--- config.mk ---
export PLATFORM = sky130hd
export DESIGN_NAME = run_sequencer_flat
export DESIGN_NICKNAME = d
export VERILOG_FILES = /design/src/rtl/run_seq_pkg.sv /design/src/rtl/run_seq_if.sv /design/src/rtl/run_seq_watchdog.sv /design/src/rtl/run_sequencer.sv /design/src/flat_wrapper.sv
export SDC_FILE = /design/constraint.sdc
export NUM_CORES = 1
export LEC_CHECK = 0
export CELL_PAD_IN_SITES_DETAIL_PLACEMENT = 1
export CELL_PAD_IN_SITES_GLOBAL_PLACEMENT = 1
export CORE_MARGIN = 2
export CORE_UTILIZATION = 27
export CTS_BUF_LIST = sky130_fd_sc_hd__clkbuf_16
export CTS_CLUSTER_DIAMETER = 30
export DETAILED_ROUTE_END_ITERATION = 8
export PLACE_DENSITY = 0.9
export RECOVER_POWER = 25
export SLEW_MARGIN = 10
export SYNTH_ARGS = -nofsm -noshare
export SYNTH_HDL_FRONTEND = slang
export SYNTH_SLANG_ARGS = --single-unit
export TNS_END_PERCENT = 10
--- constraint.sdc ---
create_clock -name clk -period 3.95 [get_ports clk]
set_input_delay 0.5925 -clock clk [delete_from_list [all_inputs] [get_ports clk]]
set_output_delay 0.5925 -clock clk [all_outputs]
set_load 0.05 [all_outputs]
--- src/rtl/run_seq_pkg.sv ---
// run_seq_pkg: shared definitions for the run sequencer slice.
//   - seqState_t : FSM state encodings (also driven out on the state port)
//   - DW         : data word width of the default build (CORE_COUNT*REG_WIDTH)
//   - dataWidth  : data word width for an arbitrary core count / register width
//   - cntWidth   : counter width able to hold 0..limit-1
package run_seq_pkg;

  typedef enum logic [2:0] {
    ST_IDLE   = 3'd0,
    ST_LOAD   = 3'd1,
    ST_EXEC   = 3'd2,
    ST_DUMP   = 3'd3,
    ST_FINISH = 3'd4,
    ST_TOUT   = 3'd5
  } seqState_t;

  localparam int DEF_CORE_COUNT = 1;
  localparam int DEF_REG_WIDTH  = 12;
  localparam int DW             = DEF_CORE_COUNT * DEF_REG_WIDTH;

  function automatic int dataWidth(input int coreCount, input int regWidth);
    return coreCount * regWidth;
  endfunction

  function automatic int cntWidth(input int limit);
    return (limit > 1) ? $clog2(limit) : 1;
  endfunction

endpackage

--- src/rtl/run_seq_if.sv ---
// run_seq_if: every non-clock signal of the run sequencer.
//   master : the sequencer (drives RAM ports, proc_startN, result stream, status)
//   slave  : the surroundings (host loader, processor, RAMs, result sink)
//
// Result stream handshake (dump_valid / dump_ready): a word transfers on a
// rising clock edge where both are high. Once dump_valid is high it stays high,
// with dump_data and dump_addr unchanged, until a transfer occurs. dump_valid
// never depends combinationally on dump_ready.
interface run_seq_if #(
  parameter int DW            = run_seq_pkg::DW,
  parameter int DAW           = 12,
  parameter int IAW           = 8,
  parameter int INS_WIDTH     = 8,
  parameter int RUN_CNT_WIDTH = 8
);
  // host side
  logic                     startN;
  logic                     load_req;
  logic                     ld_valid;
  logic                     ld_sel;
  logic [DAW-1:0]           ld_addr;
  logic [DW-1:0]            ld_data;
  logic                     ld_done;
  // processor side
  logic                     proc_startN;
  logic                     proc_done;
  logic [DAW-1:0]           proc_dm_addr;
  logic [DW-1:0]            proc_dm_data;
  logic                     proc_dm_wr_en;
  logic [IAW-1:0]           proc_im_addr;
  // data RAM
  logic [DAW-1:0]           dm_addr;
  logic [DW-1:0]            dm_data_in;
  logic                     dm_wr_en;
  logic [DW-1:0]            dm_data_out;
  // instruction RAM
  logic [IAW-1:0]           im_addr;
  logic [INS_WIDTH-1:0]     im_data_in;
  logic                     im_wr_en;
  // result stream
  logic                     dump_valid;
  logic [DW-1:0]            dump_data;
  logic [DAW-1:0]           dump_addr;
  logic                     dump_ready;
  // status
  logic [2:0]               state;
  logic                     busy;
  logic                     timeout;
  logic [RUN_CNT_WIDTH-1:0] run_count;

  modport master (
    input  startN, load_req, ld_valid, ld_sel, ld_addr, ld_data, ld_done,
           proc_done, proc_dm_addr, proc_dm_data, proc_dm_wr_en, proc_im_addr,
           dm_data_out, dump_ready,
    output proc_startN, dm_addr, dm_data_in, dm_wr_en, im_addr, im_data_in,
           im_wr_en, dump_valid, dump_data, dump_addr, state, busy, timeout,
           run_count
  );

  modport slave (
    output startN, load_req, ld_valid, ld_sel, ld_addr, ld_data, ld_done,
           proc_done, proc_dm_addr, proc_dm_data, proc_dm_wr_en, proc_im_addr,
           dm_data_out, dump_ready,
    input  proc_startN, dm_addr, dm_data_in, dm_wr_en, im_addr, im_data_in,
           im_wr_en, dump_valid, dump_data, dump_addr, state, busy, timeout,
           run_count
  );
endinterface

--- src/rtl/run_seq_watchdog.sv ---
// run_seq_watchdog: EXEC watchdog counter.
//   clk, rst : clock, synchronous active-high reset
//   clear    : zero the counter (takes priority over enable)
//   enable   : count one cycle
//   expired  : counter has reached LIMIT-1 while enabled; never set when LIMIT=0
module run_seq_watchdog import run_seq_pkg::*; #(
  parameter  int LIMIT = 65535,
  localparam int CW    = cntWidth(LIMIT)
) (
  input  logic clk,
  input  logic rst,
  input  logic clear,
  input  logic enable,
  output logic expired
);

  logic [CW-1:0] count;

  always_ff @(posedge clk) begin
    if (rst || clear) count <= '0;
    else if (enable)  count <= count + CW'(1);
  end

  generate
    if (LIMIT == 0) begin : gDisabled
      assign expired = 1'b0;
    end else begin : gEnabled
      assign expired = enable && (count == CW'(LIMIT - 1));
    end
  endgenerate

endmodule

--- src/rtl/run_sequencer.sv ---
// run_sequencer: run controller for the multi-core processor.
// Sequences LOAD -> EXEC -> DUMP -> FINISH, muxes both RAM ports by state,
// watches EXEC with a watchdog and counts EXEC entries.
//   clk, rst : clock, synchronous active-high reset
//   bus      : run_seq_if.master (host, processor, RAM, result stream, status)
module run_sequencer import run_seq_pkg::*; #(
  parameter int CORE_COUNT          = 1,
  parameter int REG_WIDTH           = 12,
  parameter int INS_WIDTH           = 8,
  parameter int DATA_MEM_ADDR_WIDTH = 12,
  parameter int INS_MEM_ADDR_WIDTH  = 8,
  parameter int DUMP_BASE           = 0,
  parameter int DUMP_DEPTH          = 16,
  parameter int TIMEOUT_CYCLES      = 65535,
  parameter int RUN_CNT_WIDTH       = 8
) (
  input logic       clk,
  input logic       rst,
  run_seq_if.master bus
);

  localparam int DW  = dataWidth(CORE_COUNT, REG_WIDTH);
  localparam int DAW = DATA_MEM_ADDR_WIDTH;
  localparam int IAW = INS_MEM_ADDR_WIDTH;

  localparam logic [DAW-1:0] BASE_ADDR = DAW'(DUMP_BASE);
  localparam logic [DAW-1:0] LAST_ADDR = DAW'(DUMP_BASE + DUMP_DEPTH - 1);

  seqState_t              stateQ, stateD;
  logic [DAW-1:0]         rdPtr;
  logic                   dumpValidQ;
  logic [RUN_CNT_WIDTH-1:0] runCountQ;
  logic                   wdExpired;
  logic                   execEntry;
  logic                   dumpAccept;

  assign dumpAccept = dumpValidQ & bus.dump_ready;

  // Next-state logic
  always_comb begin
    stateD = stateQ;
    case (stateQ)
      ST_IDLE, ST_FINISH: begin
        if (bus.load_req)     stateD = ST_LOAD;
        else if (!bus.startN) stateD = ST_EXEC;
      end
      ST_LOAD: if (bus.ld_done) stateD = ST_IDLE;
      ST_EXEC: begin
        // done beats a watchdog expiry in the same cycle
        if (bus.proc_done)   stateD = (DUMP_DEPTH == 0) ? ST_FINISH : ST_DUMP;
        else if (wdExpired)  stateD = ST_TOUT;
      end
      ST_DUMP: if (dumpAccept && (rdPtr == LAST_ADDR)) stateD = ST_FINISH;
      ST_TOUT: stateD = ST_TOUT;
      default: stateD = ST_IDLE;
    endcase
  end

  assign execEntry = !rst && ((stateQ == ST_IDLE) || (stateQ == ST_FINISH)) &&
                     (stateD == ST_EXEC);

  always_ff @(posedge clk) begin
    if (rst) begin
      stateQ     <= ST_IDLE;
      dumpValidQ <= 1'b0;
      rdPtr      <= BASE_ADDR;
      runCountQ  <= '0;
    end else begin
      stateQ <= stateD;
      // valid only from the second DUMP cycle on, when the first read has returned
      dumpValidQ <= (stateQ == ST_DUMP) && (stateD == ST_DUMP);
      if (stateQ != ST_DUMP) rdPtr <= BASE_ADDR;
      else if (dumpAccept)   rdPtr <= rdPtr + DAW'(1);
      if (execEntry) runCountQ <= runCountQ + RUN_CNT_WIDTH'(1);
    end
  end

  run_seq_watchdog #(.LIMIT(TIMEOUT_CYCLES)) uWatchdog (
    .clk     (clk),
    .rst     (rst),
    .clear   (execEntry),
    .enable  (stateQ == ST_EXEC),
    .expired (wdExpired)
  );

  // RAM port mux
  always_comb begin
    bus.dm_addr    = '0;
    bus.dm_data_in = '0;
    bus.dm_wr_en   = 1'b0;
    bus.im_addr    = '0;
    bus.im_data_in = '0;
    bus.im_wr_en   = 1'b0;
    case (stateQ)
      ST_LOAD: begin
        bus.dm_addr    = bus.ld_addr;
        bus.dm_data_in = DW'(bus.ld_data);
        bus.dm_wr_en   = bus.ld_valid & bus.ld_sel;
        bus.im_addr    = bus.ld_addr[IAW-1:0];
        bus.im_data_in = bus.ld_data[INS_WIDTH-1:0];
        bus.im_wr_en   = bus.ld_valid & ~bus.ld_sel;
      end
      ST_EXEC: begin
        bus.dm_addr    = bus.proc_dm_addr;
        bus.dm_data_in = bus.proc_dm_data;
        bus.dm_wr_en   = bus.proc_dm_wr_en;
        bus.im_addr    = bus.proc_im_addr;
      end
      // Read ahead on acceptance so the next word arrives right behind it;
      // on a stall the same address is re-read, keeping dump_data stable.
      ST_DUMP: bus.dm_addr = dumpAccept ? (rdPtr + DAW'(1)) : rdPtr;
      default: ;
    endcase
  end

  assign bus.proc_startN = ~execEntry;
  assign bus.dump_valid  = dumpValidQ;
  assign bus.dump_data   = bus.dm_data_out;
  assign bus.dump_addr   = rdPtr;
  assign bus.state       = stateQ;
  assign bus.busy        = (stateQ == ST_LOAD) || (stateQ == ST_EXEC) ||
                           (stateQ == ST_DUMP);
  assign bus.timeout     = (stateQ == ST_TOUT);
  assign bus.run_count   = runCountQ;

endmodule

--- src/flat_wrapper.sv ---
// flat-port wrapper written by rule: the top's interface ports become plain ports
module run_sequencer_flat import run_seq_pkg::*;
#(
  parameter int CORE_COUNT          = 1,
  parameter int REG_WIDTH           = 12,
  parameter int INS_WIDTH           = 8,
  parameter int DATA_MEM_ADDR_WIDTH = 12,
  parameter int INS_MEM_ADDR_WIDTH  = 8,
  parameter int DUMP_BASE           = 0,
  parameter int DUMP_DEPTH          = 16,
  parameter int TIMEOUT_CYCLES      = 65535,
  parameter int RUN_CNT_WIDTH       = 8
)
  (clk, rst, bus_startN, bus_load_req, bus_ld_valid, bus_ld_sel, bus_ld_addr, bus_ld_data, bus_ld_done, bus_proc_done, bus_proc_dm_addr, bus_proc_dm_data, bus_proc_dm_wr_en, bus_proc_im_addr, bus_dm_data_out, bus_dump_ready, bus_proc_startN, bus_dm_addr, bus_dm_data_in, bus_dm_wr_en, bus_im_addr, bus_im_data_in, bus_im_wr_en, bus_dump_valid, bus_dump_data, bus_dump_addr, bus_state, bus_busy, bus_timeout, bus_run_count);
  run_seq_if #(.DW(DW), .DAW((12)), .IAW((8)), .INS_WIDTH(INS_WIDTH), .RUN_CNT_WIDTH(RUN_CNT_WIDTH)) bus_i ();
  input logic clk;
  input logic rst;
  input wire logic [$bits(bus_i.startN)-1:0] bus_startN;
  input wire logic [$bits(bus_i.load_req)-1:0] bus_load_req;
  input wire logic [$bits(bus_i.ld_valid)-1:0] bus_ld_valid;
  input wire logic [$bits(bus_i.ld_sel)-1:0] bus_ld_sel;
  input wire logic [$bits(bus_i.ld_addr)-1:0] bus_ld_addr;
  input wire logic [$bits(bus_i.ld_data)-1:0] bus_ld_data;
  input wire logic [$bits(bus_i.ld_done)-1:0] bus_ld_done;
  input wire logic [$bits(bus_i.proc_done)-1:0] bus_proc_done;
  input wire logic [$bits(bus_i.proc_dm_addr)-1:0] bus_proc_dm_addr;
  input wire logic [$bits(bus_i.proc_dm_data)-1:0] bus_proc_dm_data;
  input wire logic [$bits(bus_i.proc_dm_wr_en)-1:0] bus_proc_dm_wr_en;
  input wire logic [$bits(bus_i.proc_im_addr)-1:0] bus_proc_im_addr;
  input wire logic [$bits(bus_i.dm_data_out)-1:0] bus_dm_data_out;
  input wire logic [$bits(bus_i.dump_ready)-1:0] bus_dump_ready;
  output wire logic [$bits(bus_i.proc_startN)-1:0] bus_proc_startN;
  output wire logic [$bits(bus_i.dm_addr)-1:0] bus_dm_addr;
  output wire logic [$bits(bus_i.dm_data_in)-1:0] bus_dm_data_in;
  output wire logic [$bits(bus_i.dm_wr_en)-1:0] bus_dm_wr_en;
  output wire logic [$bits(bus_i.im_addr)-1:0] bus_im_addr;
  output wire logic [$bits(bus_i.im_data_in)-1:0] bus_im_data_in;
  output wire logic [$bits(bus_i.im_wr_en)-1:0] bus_im_wr_en;
  output wire logic [$bits(bus_i.dump_valid)-1:0] bus_dump_valid;
  output wire logic [$bits(bus_i.dump_data)-1:0] bus_dump_data;
  output wire logic [$bits(bus_i.dump_addr)-1:0] bus_dump_addr;
  output wire logic [$bits(bus_i.state)-1:0] bus_state;
  output wire logic [$bits(bus_i.busy)-1:0] bus_busy;
  output wire logic [$bits(bus_i.timeout)-1:0] bus_timeout;
  output wire logic [$bits(bus_i.run_count)-1:0] bus_run_count;
  assign bus_i.startN = bus_startN;
  assign bus_i.load_req = bus_load_req;
  assign bus_i.ld_valid = bus_ld_valid;
  assign bus_i.ld_sel = bus_ld_sel;
  assign bus_i.ld_addr = bus_ld_addr;
  assign bus_i.ld_data = bus_ld_data;
  assign bus_i.ld_done = bus_ld_done;
  assign bus_i.proc_done = bus_proc_done;
  assign bus_i.proc_dm_addr = bus_proc_dm_addr;
  assign bus_i.proc_dm_data = bus_proc_dm_data;
  assign bus_i.proc_dm_wr_en = bus_proc_dm_wr_en;
  assign bus_i.proc_im_addr = bus_proc_im_addr;
  assign bus_i.dm_data_out = bus_dm_data_out;
  assign bus_i.dump_ready = bus_dump_ready;
  assign bus_proc_startN = bus_i.proc_startN;
  assign bus_dm_addr = bus_i.dm_addr;
  assign bus_dm_data_in = bus_i.dm_data_in;
  assign bus_dm_wr_en = bus_i.dm_wr_en;
  assign bus_im_addr = bus_i.im_addr;
  assign bus_im_data_in = bus_i.im_data_in;
  assign bus_im_wr_en = bus_i.im_wr_en;
  assign bus_dump_valid = bus_i.dump_valid;
  assign bus_dump_data = bus_i.dump_data;
  assign bus_dump_addr = bus_i.dump_addr;
  assign bus_state = bus_i.state;
  assign bus_busy = bus_i.busy;
  assign bus_timeout = bus_i.timeout;
  assign bus_run_count = bus_i.run_count;
  run_sequencer #(.CORE_COUNT(CORE_COUNT), .REG_WIDTH(REG_WIDTH), .INS_WIDTH(INS_WIDTH), .DATA_MEM_ADDR_WIDTH(DATA_MEM_ADDR_WIDTH), .INS_MEM_ADDR_WIDTH(INS_MEM_ADDR_WIDTH), .DUMP_BASE(DUMP_BASE), .DUMP_DEPTH(DUMP_DEPTH), .TIMEOUT_CYCLES(TIMEOUT_CYCLES), .RUN_CNT_WIDTH(RUN_CNT_WIDTH)) u_core (.clk(clk), .rst(rst), .bus(bus_i));
endmodule
==> results of run 1 <==
[sequential cells by signal, summed over array words and instances, names as in the netlist]
name / count
u_core.uWatchdog.count: 16
u_core.bus.dump_addr: 12
u_core.bus.state: 3
u_core.bus.run_count: 8
u_core.bus.dump_valid: 1
[cell usage in the layout (no fill, tap or decap), types with 2 or more instances in the layout]
master           instances
clkdlybuf4s50_1        113
dfxtp_1                 40
nor2_1                  35
buf_12                  19
nand2_1                 17
xnor2_1                 16
a21oi_1                 15
a22o_1                  12
nand3_1                 12
inv_1                   11
and3_1                  10
a21o_1                  10
nor3_1                  10
a22oi_1                  9
o21ai_0                  9
xor2_1                   9
nand4_1                  8
nor4_1                   8
buf_4                    7
or3_1                    5
clkbuf_16                5
or4_1                    4
o31ai_1                  4
ha_1                     4
nand2b_1                 3
and2_1                   2
o22ai_1                  2
a211o_1                  2
o211ai_1                 2
or2_0                    2
a31oi_1                  2
dlygate4sd3_1            2
[power breakdown]
| part | switching, µW | total, µW | internal [µW] |
|---|---|---|---|
| logic | 332 | 583 | 252 |
| registers | 13.1 | 423 | 410 |
| clock network | 153 | 447 | 294 |
[path summary, 6_finish.rpt]
kind                                                to  slack, ns  cells after the start
setup / recovery                       bus_proc_startN       0.40                      4
hold / removal    u_core.bus.run_count[7]$_SDFFE_PP0P_       0.48                      2
setup reg to reg  u_core.bus.run_count[7]$_SDFFE_PP0P_       1.50                      4
hold reg to reg   u_core.bus.run_count[7]$_SDFFE_PP0P_       0.48                      2
[metal layers]
metal  GRT usage  up-vias  share of wire
li1            -     1358              -
met1       0.217     1401           0.40
met2       0.346       76           0.53
met3      0.0432       16          0.050
met4      0.0569        0          0.020
met5           0        -              0
[worst max-delay path: stages]
cell and delay, ns:
clkdlybuf4s50_1 0.47, nor4_1 0.93, nand2b_1 0.20, clkdlybuf4s50_1 0.76
[logic make-up (layout without fill, tap and decap cells)]
kind of cell / count (synthesis) / count (layout)
DFF: 40 / 40
buffers and inverters: 40 / 160
AOI/OAI and AO/OA: 75 / 75
and+or+nand+nor: 126 / 126
xor gates and xnor gates: 25 / 25
muxes: 1 / 1
adders and majority gates: 4 / 4
[per-stage QoR]
stage / power (µW) / instances
2_1_floorplan: 774 / 311
3_3_place_gp: 1010 / 534
3_5_place_dp: 1020 / 534
4_1_cts: 1470 / 542
5_1_grt: 1510 / 542
6_report: 1450 / 542
[final cells by class]
class	count	area, µm²	area share
Sequential cell	40	801	0.190
Clock inverter	3	38.8	0.00919
Clock buffer	5	125	0.0296
Timing Repair Buffer	142	1590	0.376
Inverter	10	37.5	0.00889
Multi-Input combinational cell	231	1490	0.353
Tap cell	111	139	0.0329
==> results.toml, run 1 <==
[placed_design]
routabilityCongestion = 0.842
io_buffer_count = 134
dpl.hpwl_um = 7850
post-place-ws_ns = 0.580
place_area_um2 = 4080

[yosys]
synth-edff-count = 0
ys_ff_latch = 40
seq_area_frac_synth = 0.320
ys_warn_count = 0
synth_compound_area_frac = 0.211
yosysTopAreaCell = "dfxtp_1"
synth_xor_area_frac = 0.0874
synth_nets = 393
synth_cell_types = 51
synth.area.mux_share = 0.00400
syn_area_per_cell_um2 = 8.05
synth_most_common_cell = "dfxtp_1"
async_reset_ff_frac = 0
synth_top_area_frac = 0.320
synthCells = 311
synth_area_leaders = "dfxtp_1 32%, xnor2_1 5.6%, nor2_1 5.2%"
yosys.area_share.simple = 0.277
synthFlopType = "dfxtp_1"
synth_top_family_by_area = "simple AND/OR/NAND/NOR gates"
synth_common_cells = "40 x dfxtp_1, 35 x nor2_1, 17 x nand2_1"
synthAdderAreaFrac = 0.0200
mappedNetlistArea_um2 = 2500

[finish]
fillers = 1055
drive_above_1_share = 0.0928
nets = 512
utilization = 0.463
fin_area_um2 = 4220
antenna-diode-count = 0
area_delta_synth_final_pct = 68.5

[die]
placementRows = 35
dieWidth_um = 100
fp.coreArea_um2 = 9110
die_h_um = 100
io_pins = 159
die_area_um2 = 10100
initial_core_util = 0.275

[sta]
fin_ws_ns = 0.402
fmax_mhz = 282
finalSetupViolCount = 0
period_needed_ns = 3.55
post-route-period-util = 0.898
finClkSkew_ns = 0.00521
maxSlewViolCount = 0
finalSetupTns_ns = 0
rsz0062_at_grt = "no"
timing.hold.ws_ns = 0.483
slew_headroom = 0.243
worst_slew_pin_slew_ns = 1.12
hold_viol = 0

[critical_path]
path_class = "in2out"
cp_data_arrival_time_ns = 2.96
path_max_fanout = 6
cp.required_ns = 3.36
cp-startpoint = "bus_load_req"
start_kind = "input pin"
end_kind = "primary output"
worstReg2RegStart = "u_core.bus.state[1]$_SDFF_PP0_"

[global_route]
grt_first_pass_wirelength_um = 15200
antenna_found_initial = 0
gr-total-overflow = 0
grt_pass1_vias = 2962
gr-usage-all-layers = 0.189
grt_max_degree = 19

[route]
viasPerCell = 5.26
wl_per_cell_um = 17.9
drtIter0Drc = 81
vias = 2851
firstDrtPassIters = 4
drc = 0
antenna_left = 0
finalWirelength_um = 9720

[outcome]
status = "finished clean"

[clock_tree]
clkTransAtPathRegs_ns = 0.06
post_cts_buffers = 0
cts_hold_buf = 0
htreeDepth = 2
clock_sinks = 40
cts-root-buf = "clkbuf_16"
cts-resized-gates = 0
clockBufferDepth = 2
cts_tree = "built"
cts_buffers = 5
clkLatencyLatePin_ns = 0.28

[job]
cap_violations = 0

[power]
powerDensity_nw_per_um2 = 344
p_leak_uw = 0.00152
peakVddDrop_mv = 0.154

[worst_hold_path]
min_path_type = "reg2reg"
min-delay-start = "u_core.bus.run_count[7]$_SDFFE_PP0P_"
Note: power is estimated with default switching activity, not from simulation.
==> run 2, diff against run 1 <==
--- a/config.mk
+++ b/config.mk
@@ -12,10 +12,10 @@
 export CTS_BUF_LIST = sky130_fd_sc_hd__clkbuf_16
 export CTS_CLUSTER_DIAMETER = 30
 export DETAILED_ROUTE_END_ITERATION = 8
-export PLACE_DENSITY = 0.9
+export PLACE_DENSITY_LB_ADDON = 0.12
 export RECOVER_POWER = 25
 export SLEW_MARGIN = 10
 export SYNTH_ARGS = -nofsm -noshare
 export SYNTH_HDL_FRONTEND = slang
 export SYNTH_SLANG_ARGS = --single-unit
-export TNS_END_PERCENT = 10
+export TNS_END_PERCENT = 20
==> run 2 against run 1 <==
  * Sequential share of layout area up 0.11 points
  * Clock power down 13%
  * Critical path depth grew 2
  * Hold slack better by 0.012 ns
  * Utilization down 0.26 points
  * Via count decreased by 2.0%
  * Highest routed layer unchanged
  * Largest cell class unchanged
==> results.toml, run 2 (same netlist as run 1, synthesis figures left out) <==
[power]
p_leak_uw = 0.00151
powerDensity_nw_per_um2 = 332
peakVddDrop_mv = 0.139

[finish]
layout_commonest_cell = "clkdlybuf4s50_1"
nets = 513
layout_common_cells = "111 x clkdlybuf4s50_1, 40 x dfxtp_1, 35 x nor2_1, 19 x buf_12, 17 x nand2_1"
antenna-diode-count = 0
drive_above_1_share = 0.0998
regMostFlops = "u_core.uWatchdog.count"
area_delta_synth_final_pct = 67.5
largest_reg_flops = 16

[die]
io_pins = 159
die_area_um2 = 10100
fp.coreArea_um2 = 9110
die_h_um = 100
placementRows = 35
dieWidth_um = 100
initial_core_util = 0.275

[critical_path]
path_max_fanout = 5
worstReg2RegStart = "u_core.bus.state[1]$_SDFF_PP0_"
start_kind = "input pin"
cp.required_ns = 3.36
critical_path.reg2reg.endpoint = "u_core.bus.run_count[7]$_SDFFE_PP0P_"
end_kind = "primary output"
path_class = "in2out"
reg2regPathDepth = 4
cp_data_arrival_time_ns = 2.87
regToRegSetupSlack_ns = 1.62

[global_route]
gr-total-overflow = 0
antenna_found_initial = 0
grt_pass1_vias = 2856
gr-usage-all-layers = 0.185
grt_max_degree = 24
grt_first_pass_wirelength_um = 14800

[route]
wl_per_cell_um = 17.5
firstDrtPassIters = 4
vias = 2795
antenna_left = 0
drtIter0Drc = 71
viasPerCell = 5.16
finalWirelength_um = 9500
drc = 0

[sta]
hold_viol = 0
post-route-period-util = 0.878
worst_slew_pin_slew_ns = 0.967
finalSetupTns_ns = 0
fin_ws_ns = 0.483
finalSetupViolCount = 0
rsz0062_at_grt = "no"
maxSlewViolCount = 0
slew_headroom = 0.350
period_needed_ns = 3.47
fmax_mhz = 288
finClkSkew_ns = 0.00472

[clock_tree]
clock_sinks = 40
htreeDepth = 2
cts_tree = "built"
clkTransAtPathRegs_ns = 0.06
cts-root-buf = "clkbuf_16"
post_cts_buffers = 0
clkLatencyLatePin_ns = 0.28
cts_buffers = 5
cts_hold_buf = 0
cts-resized-gates = 0
clockBufferDepth = 2

[placed_design]
routabilityCongestion = 0.800
post-place-ws_ns = 0.596
dpl.hpwl_um = 7440
io_buffer_count = 134

[worst_hold_path]
whs_path_depth = 2
min-delay-start = "u_core.bus.run_count[7]$_SDFFE_PP0P_"
min_path_type = "reg2reg"
hold_path_end = "u_core.bus.run_count[7]$_SDFFE_PP0P_"

[job]
cap_violations = 0

[outcome]
status = "finished clean"
[run 2: changes by cell type in the layout (fill, tap and decap cells not counted)]
cell             delta
clkdlybuf4s50_1     -2
buf_4               +3
inv_1               -1
clkinvlp_4          +1
bufinv_16           -1
[run 2: worst max-delay path, stage by stage]
cell	delay (ns)
dlygate4sd3_1	0.59
nand4_1	0.22
nor3_1	0.31
o211ai_1	0.14
a21oi_1	0.19
clkdlybuf4s50_1	0.82
[run 2: metrics by stage]
| stage | instances | instance area (µm²) | hold slack, ns | util | total power (µW) |
|---|---|---|---|---|---|
| after global routing | 542 | 4200 | 0.516 | 0.461 | 1450 |
| final | 542 | 4200 | 0.494 | 0.461 | 1390 |
| after detailed placement | 535 | 4080 | 0.480 | 0.448 | 1020 |
| after floorplan | 311 | 2500 | 0.452 | - | 774 |
| after global placement | 535 | 4080 | 0.468 | 0.448 | 1020 |
| after CTS | 542 | 4220 | 0.497 | 0.463 | 1420 |
[run 2: how the worst max path moves through the flow]
stage / cells after the start / to / from
after floorplan: 5 / bus_dm_addr[10] / u_core.bus.dump_addr[0]$_SDFF_PP0_
after global placement: 6 / bus_dm_addr[3] / bus_dump_ready
after detailed placement: 6 / bus_dm_addr[3] / bus_dump_ready
after CTS: 6 / bus_dm_addr[3] / bus_dump_ready
after global routing: 4 / bus_proc_startN / bus_load_req
final: 6 / bus_dm_addr[3] / bus_dump_ready
[run 2: routing by layer]
metal | vias up | share of wire | track usage
met5 | - | 0 | 0
li1 | 1355 | - | -
met3 | 9 | 0.065 | 0.0501
met2 | 85 | 0.49 | 0.314
met1 | 1346 | 0.43 | 0.239
met4 | 0 | 0.010 | 0.0295
[run 2: cell type report]
class | instances | area (µm²)
timing repair buffer | 143 | 1590
sequential | 40 | 801
multi-input combinational | 231 | 1490
fill | 1089 | 4910
tap | 111 | 139
clock inverter | 2 | 12.5
clock buffer | 5 | 125
inverter | 10 | 37.5
[run 2: power breakdown]
group / total (µW) / switching (µW) / internal [µW] / leakage, µW
Combinational: 582 / 332 / 251 / 0.00112
Clock: 389 / 160 / 229 / 0.0000657
Sequential: 422 / 13.0 / 409 / 0.000323
